$ cat src/rtl/alu_serial_n_pkg.sv
// Shared definitions for the digit-serial ALU: opcode encodings and FSM states.
package alu_serial_n_pkg;

    localparam logic [2:0] OP_AND = 3'b000;
    localparam logic [2:0] OP_OR  = 3'b001;
    localparam logic [2:0] OP_ADD = 3'b010;
    localparam logic [2:0] OP_SUB = 3'b110;
    localparam logic [2:0] OP_SLT = 3'b111;
    localparam logic [2:0] OP_NOR = 3'b100;

    typedef enum logic [1:0] {
        ST_IDLE = 2'd0,
        ST_RUN  = 2'd1,
        ST_DONE = 2'd2
    } state_e;

endpackage

$ cat src/rtl/alu_serial_n_digit.sv
// Combinational DIGIT-bit ALU slice with ripple carry; exposes the carry into its top bit.
// Build option: ALU_NOR_EN adds opcode 100 = NOR; otherwise 100 yields 0.
module alu_serial_n_digit
    import alu_serial_n_pkg::*;
#(
    parameter int unsigned DIGIT = 1
) (
    input  logic [DIGIT-1:0] a,
    input  logic [DIGIT-1:0] b,
    input  logic             cin,
    input  logic             binvt,
    input  logic [2:0]       op,
    output logic [DIGIT-1:0] out,
    output logic             cout,
    output logic             cin_top
);

    logic [DIGIT-1:0] b_eff;
    logic [DIGIT-1:0] sum;
    logic [DIGIT:0]   c;

    always_comb begin
        b_eff = binvt ? ~b : b;
        sum   = '0;
        c     = '0;
        c[0]  = cin;
        for (int i = 0; i < int'(DIGIT); i++) begin
            sum[i]   = a[i] ^ b_eff[i] ^ c[i];
            c[i+1]   = (a[i] & b_eff[i]) | (a[i] & c[i]) | (b_eff[i] & c[i]);
        end
        cout    = c[DIGIT];
        cin_top = c[DIGIT-1];

        // Logic ops use the raw b; unknown opcodes produce zero.
        case (op)
            OP_AND:                 out = a & b;
            OP_OR:                  out = a | b;
            OP_ADD, OP_SUB, OP_SLT: out = sum;
`ifdef ALU_NOR_EN
            OP_NOR:                 out = ~(a | b);
`endif
            default:                out = '0;
        endcase
    end

endmodule

$ cat src/rtl/alu_serial_n.sv
// Digit-serial ALU behind valid/ready handshakes; processes DIGIT bits per clock LSB first.
// Build option: ALU_NOR_EN enables the NOR opcode in the digit slice.
module alu_serial_n
    import alu_serial_n_pkg::*;
#(
    parameter int unsigned WIDTH = 32,
    parameter int unsigned DIGIT = 1
) (
    input  logic             clk,
    input  logic             reset,
    input  logic             in_valid,
    output logic             in_ready,
    input  logic [WIDTH-1:0] a,
    input  logic [WIDTH-1:0] b,
    input  logic [2:0]       operation,
    output logic             out_valid,
    input  logic             out_ready,
    output logic [WIDTH-1:0] alu_out,
    output logic             oflo,
    output logic             set,
    output logic             zero
);

    localparam int unsigned N  = WIDTH / DIGIT;
    localparam int unsigned CW = (N > 1) ? $clog2(N) : 1;

    state_e           state_q, state_d;
    logic [WIDTH-1:0] a_q, a_d, b_q, b_d, res_q, res_d, alu_out_q, alu_out_d;
    logic [2:0]       op_q, op_d;
    logic             carry_q, carry_d;
    logic [CW-1:0]    cnt_q, cnt_d;
    logic             in_ready_q, in_ready_d, out_valid_q, out_valid_d;
    logic             oflo_q, oflo_d, set_q, set_d, zero_q, zero_d;

    logic [DIGIT-1:0] dig_a, dig_b, dig_out;
    logic             dig_cout, dig_cin_top;
    logic             ov, less;

    // Select the digit addressed by the step counter.
    always_comb begin
        dig_a = '0;
        dig_b = '0;
        for (int k = 0; k < int'(N); k++) begin
            if (cnt_q == CW'(k)) begin
                dig_a = a_q[k*DIGIT +: DIGIT];
                dig_b = b_q[k*DIGIT +: DIGIT];
            end
        end
    end

    alu_serial_n_digit #(.DIGIT(DIGIT)) u_digit (
        .a       (dig_a),
        .b       (dig_b),
        .cin     (carry_q),
        .binvt   (op_q[2]),
        .op      (op_q),
        .out     (dig_out),
        .cout    (dig_cout),
        .cin_top (dig_cin_top)
    );

    // Signed compare uses sum sign corrected by overflow, valid on the MSB step.
    assign ov   = dig_cin_top ^ dig_cout;
    assign less = dig_out[DIGIT-1] ^ ov;

    always_comb begin
        state_d     = state_q;
        a_d         = a_q;
        b_d         = b_q;
        op_d        = op_q;
        carry_d     = carry_q;
        cnt_d       = cnt_q;
        res_d       = res_q;
        alu_out_d   = alu_out_q;
        in_ready_d  = in_ready_q;
        out_valid_d = out_valid_q;
        oflo_d      = oflo_q;
        set_d       = set_q;
        zero_d      = zero_q;

        case (state_q)
            ST_IDLE: begin
                if (in_valid) begin
                    a_d        = a;
                    b_d        = b;
                    op_d       = operation;
                    carry_d    = operation[2];
                    cnt_d      = '0;
                    in_ready_d = 1'b0;
                    state_d    = ST_RUN;
                end
            end
            ST_RUN: begin
                for (int k = 0; k < int'(N); k++) begin
                    if (cnt_q == CW'(k)) begin
                        res_d[k*DIGIT +: DIGIT] = dig_out;
                    end
                end
                carry_d = dig_cout;
                cnt_d   = cnt_q + CW'(1);
                if (cnt_q == CW'(N - 1)) begin
                    cnt_d       = '0;
                    state_d     = ST_DONE;
                    out_valid_d = 1'b1;
                    alu_out_d   = res_d;
                    oflo_d      = 1'b0;
                    set_d       = 1'b0;
                    case (op_q)
                        OP_ADD, OP_SUB: oflo_d = ov;
                        OP_SLT: begin
                            oflo_d    = ov;
                            set_d     = less;
                            alu_out_d = {{(WIDTH-1){1'b0}}, less};
                        end
                        default: ;
                    endcase
                    zero_d = (alu_out_d == '0);
                end
            end
            ST_DONE: begin
                if (out_ready) begin
                    out_valid_d = 1'b0;
                    in_ready_d  = 1'b1;
                    state_d     = ST_IDLE;
                end
            end
            default: begin
                state_d     = ST_IDLE;
                in_ready_d  = 1'b1;
                out_valid_d = 1'b0;
            end
        endcase
    end

    always_ff @(posedge clk) begin
        if (reset) begin
            state_q     <= ST_IDLE;
            a_q         <= '0;
            b_q         <= '0;
            op_q        <= '0;
            carry_q     <= 1'b0;
            cnt_q       <= '0;
            res_q       <= '0;
            alu_out_q   <= '0;
            in_ready_q  <= 1'b1;
            out_valid_q <= 1'b0;
            oflo_q      <= 1'b0;
            set_q       <= 1'b0;
            zero_q      <= 1'b1;
        end else begin
            state_q     <= state_d;
            a_q         <= a_d;
            b_q         <= b_d;
            op_q        <= op_d;
            carry_q     <= carry_d;
            cnt_q       <= cnt_d;
            res_q       <= res_d;
            alu_out_q   <= alu_out_d;
            in_ready_q  <= in_ready_d;
            out_valid_q <= out_valid_d;
            oflo_q      <= oflo_d;
            set_q       <= set_d;
            zero_q      <= zero_d;
        end
    end

    assign in_ready  = in_ready_q;
    assign out_valid = out_valid_q;
    assign alu_out   = alu_out_q;
    assign oflo      = oflo_q;
    assign set       = set_q;
    assign zero      = zero_q;

endmodule

$ cat config.mk
export PLATFORM = sky130hd
export DESIGN_NAME = alu_serial_n
export DESIGN_NICKNAME = d
export VERILOG_FILES = /design/src/rtl/alu_serial_n_pkg.sv /design/src/rtl/alu_serial_n_digit.sv /design/src/rtl/alu_serial_n.sv
export SDC_FILE = /design/constraint.sdc
export NUM_CORES = 1
export LEC_CHECK = 0
export ABC_AREA = 1
export BUFFER_PORTS_ARGS = -buffer_cell sky130_fd_sc_hd__buf_2
export CELL_PAD_IN_SITES_DETAIL_PLACEMENT = 0
export CELL_PAD_IN_SITES_GLOBAL_PLACEMENT = 1
export CORE_MARGIN = 3
export CORE_UTILIZATION = 43
export DETAILED_ROUTE_END_ITERATION = 12
export GPL_TIMING_DRIVEN = 0
export PLACE_DENSITY_LB_ADDON = 0.1
export SLEW_MARGIN = 20
export SYNTH_ARGS = -nofsm -noshare
export SYNTH_HDL_FRONTEND = slang
export SYNTH_SLANG_ARGS = --single-unit
$ cat constraint.sdc
create_clock -name clk -period 13.3 [get_ports clk]
set_input_delay 1.33 -clock clk [delete_from_list [all_inputs] [get_ports clk]]
set_output_delay 1.33 -clock clk [all_outputs]
set_load 0.01 [all_outputs]
==> impl_metrics.py <==
metrics = {
    "route": {
        "post_drt_wl_per_cell_um": 15.2,
        "routed_wl_um": 20500,
        "antenna_left": 0,
        "drt_pre_antenna_iters": 8,
        "drt_iter0_markers": 605,
        "via_count": 6802,
        "viasPerCell": 5.03,
        "drc_errors": 0,
    },
    "synth": {
        "ys_top_cells_by_area": "dfxtp_1 42%, o21ai_0 10%, nor2_1 9.9%",
        "postSynth.asyncResetShare": 0,
        "synth_fp_nets": 1083,
        "synth_top_family_by_area": "simple AND/OR/NAND/NOR gates",
        "yosysMostFrequentCell": "nor2_1",
        "synth_fa_ha_area_frac": 0.0140,
        "synthDistinctLibCells": 35,
        "synth_xor_area_frac": 0.00386,
        "ys_ff_latch": 144,
        "netlist.area_leader.share": 0.424,
        "synth_edf_count": 0,
        "seq_area_frac_synth": 0.424,
        "synth_top_cell_by_area": "dfxtp_1",
        "yosys_warnings": 0,
        "synthSimpleGateAreaFrac": 0.309,
        "synth-compound-area-share": 0.180,
        "ys.flop_type": "dfxtp_1",
        "avgSynthCellArea_um2": 6.77,
        "synth.area.mux_share": 0.00147,
        "synthTopCellsByCount": "180 x nor2_1, 175 x nand2_1, 144 x dfxtp_1, 142 x o21ai_0, 86 x a21oi_1",
        "synth_cells": 1005,
        "syn_area_um2": 6800,
    },
    "timing": {
        "setup-tns-final_ns": 0,
        "period_minus_slack_ns": 5.55,
        "tightest_slew_ns": 1.11,
        "setup_violations": 0,
        "max_freq_ghz": 0.180,
        "skew_ns": 0.00666,
        "relSlewSlack": 0.254,
        "rsz0062_at_grt": "false",
        "maxSlewViolCount": 0,
        "fin_crit_sh": 0.417,
        "hold_viol_final": 0,
    },
    "critical_path": {
        "reg2reg_depth": 52,
        "critPathSlowestCell": "fa_1",
        "crit_type": "flop to flop",
        "crit_fanout": 10,
        "start_kind": "flop",
        "worst_setup_path_end_kind": "flop",
        "worstPathRequired_ns": 13.67,
        "max_stage_delay_ns": 0.43,
        "crit_arrival_ns": 5.92,
        "crit_top_cell": "nand2_1",
    },
    "place": {
        "numPortBuffers": 106,
        "place_area_um2": 7600,
        "routabilityCongestion": 0.906,
        "place_inst": 1322,
        "dp_hpwl_um": 15500,
    },
    "clock_tree": {
        "cts_resized": 0,
        "clockBufferDepth": 2,
        "cts_made_buffers": 17,
        "tritoncts": "yes",
        "cts.clk_slew.worst_paths_ns": 0.06,
        "hold_buffers": 0,
        "insertion_delay_ns": 0.43,
        "numClockSinks": 144,
        "cts-htree-levels": 4,
        "post_cts.repair.setup_buffers": 0,
        "root_buffer": "clkbuf_16",
    },
    "layout": {
        "drive_gt1_frac": 0.167,
        "seq_area_um2": 2880,
        "final_area_um2": 8130,
        "area_growth_pct": 19.4,
        "finish.net_count": 1208,
        "instances_no_fill": 1353,
        "antenna_cells": 0,
        "multiInputGateArea_um2": 3460,
        "nFillCells": 1668,
    },
    "global_routing": {
        "grt_max_degree": 17,
        "antenna_found_initial": 0,
        "grt_pass1_vias": 6399,
        "grt_pass1_wl_um": 32800,
        "track_usage": 0.237,
        "grt_overflow": 0,
    },
    "power_and_ir_drop": {
        "p_leak_nw": 3.69,
        "p_per_area_nw_per_um2": 128,
        "peakVddDrop_mv": 0.0870,
        "total_power_mw": 1.04,
    },
    "floorplan": {
        "fp.dieW_um": 132,
        "die_y_um": 132,
        "start_util": 0.444,
        "fp.dieArea_um2": 17400,
        "core_area_um2": 15300,
        "fp-row-count": 45,
        "ioPinCount": 108,
    },
    "outcome": {
        "outcome": "completed",
    },
    "job": {
        "maxCapViolCount": 0,
    },
    "worst_hold_path": {
        "hold_path_class": "flop to flop",
        "hold_depth": 2,
    },
}
-- critical path: cells and delay by family (launching register included) --
kind                       cells  cell delay (ns)
DFF                            1             0.35
xor gates and xnor gates       1             0.20
AOI/OAI and AO/OA              3             0.42
and+or+nand+nor               44             3.50
adders and majority gates      2             0.72
buffers and inverters          2             0.31
-- flip-flops by register name (all words and copies together), names as in the netlist --
signal     flops
zero           1
in_ready       1
cnt_q          5
res_q         32
set            1
out_valid      1
oflo           1
carry_q        1
op_q           3
a_q           32
alu_out       32
state_q        2
b_q           32
-- kinds of logic (layout without fill, tap and decap cells) --
| group | Yosys count | after routing |
|---|---|---|
| fa+ha+maj | 7 | 7 |
| buf+inv | 119 | 256 |
| mux | 1 | 1 |
| xor+xnor | 3 | 3 |
| compound gates | 239 | 239 |
| flops | 144 | 144 |
| simple gates | 492 | 492 |
-- report_power, final --
group / switching [mW] / internal, mW / total (mW) / leakage, nW
logic: 0.0863 / 0.0507 / 0.137 / 2.24
clock network: 0.180 / 0.255 / 0.436 / 0.263
registers: 0.0129 / 0.458 / 0.471 / 1.18
total: 0.279 / 0.764 / 1.04 / 3.69
-- metrics by stage --
stage | hold WS (ns) | util | worst slack (ns)
finish | 0.457 | 0.531 | 7.75
global route | 0.491 | 0.531 | 7.04
CTS | 0.460 | 0.531 | 7.66
detailed placement | 0.445 | 0.496 | 7.70
global placement | 0.442 | 0.496 | 7.71
floorplan | 0.447 | - | 9.00
-- routing by layer --
metal	routed length, um	up-vias	share of wire	GRT usage
met5	0	-	0	0
li1	-	3531	-	-
met4	206	0	0.010	0.0543
met2	9550	162	0.47	0.394
met1	9780	3088	0.48	0.327
met3	979	21	0.048	0.0363
-- worst paths after layout --
kind                                               to  slack [ns]             startpoint
worst min register to register  in_ready$_SDFFE_PP1P_        0.46  in_ready$_SDFFE_PP1P_
worst min-delay path            in_ready$_SDFFE_PP1P_        0.46  in_ready$_SDFFE_PP1P_
worst max register to register      zero$_SDFFE_PP1P_        7.75  cnt_q[1]$_SDFFE_PP0P_
worst max-delay path                zero$_SDFFE_PP1P_        7.75  cnt_q[1]$_SDFFE_PP0P_
-- cell usage in the layout, fill, tap and decap left out, types with 2 or more instances in the layout --
cell,n
o211ai_1,4
clkbuf_8,4
clkbuf_1,49
clkbuf_16,17
or2_2,35
nand3_2,2
nor2_1,180
nor3_1,9
ha_1,6
inv_1,57
o21ai_0,142
buf_1,3
nand2_1,175
nor2_4,2
buf_2,110
nand3_1,76
inv_2,7
nand4_1,5
a21oi_1,86
clkinv_2,5
dfxtp_1,144
nor2_2,3
nand2_2,2
o21ai_1,3
xor2_1,2
-- layout make-up --
class                      count  share of cell area
clock buffer                  25              0.0610
timing repair buffer         106              0.0653
clock inverter                 6             0.00400
inverter                      65              0.0300
sequential                   144               0.355
multi-input combinational    742               0.425
tap                          211              0.0325
buffer                        54              0.0269
Note: power is estimated with default switching activity, not from simulation.
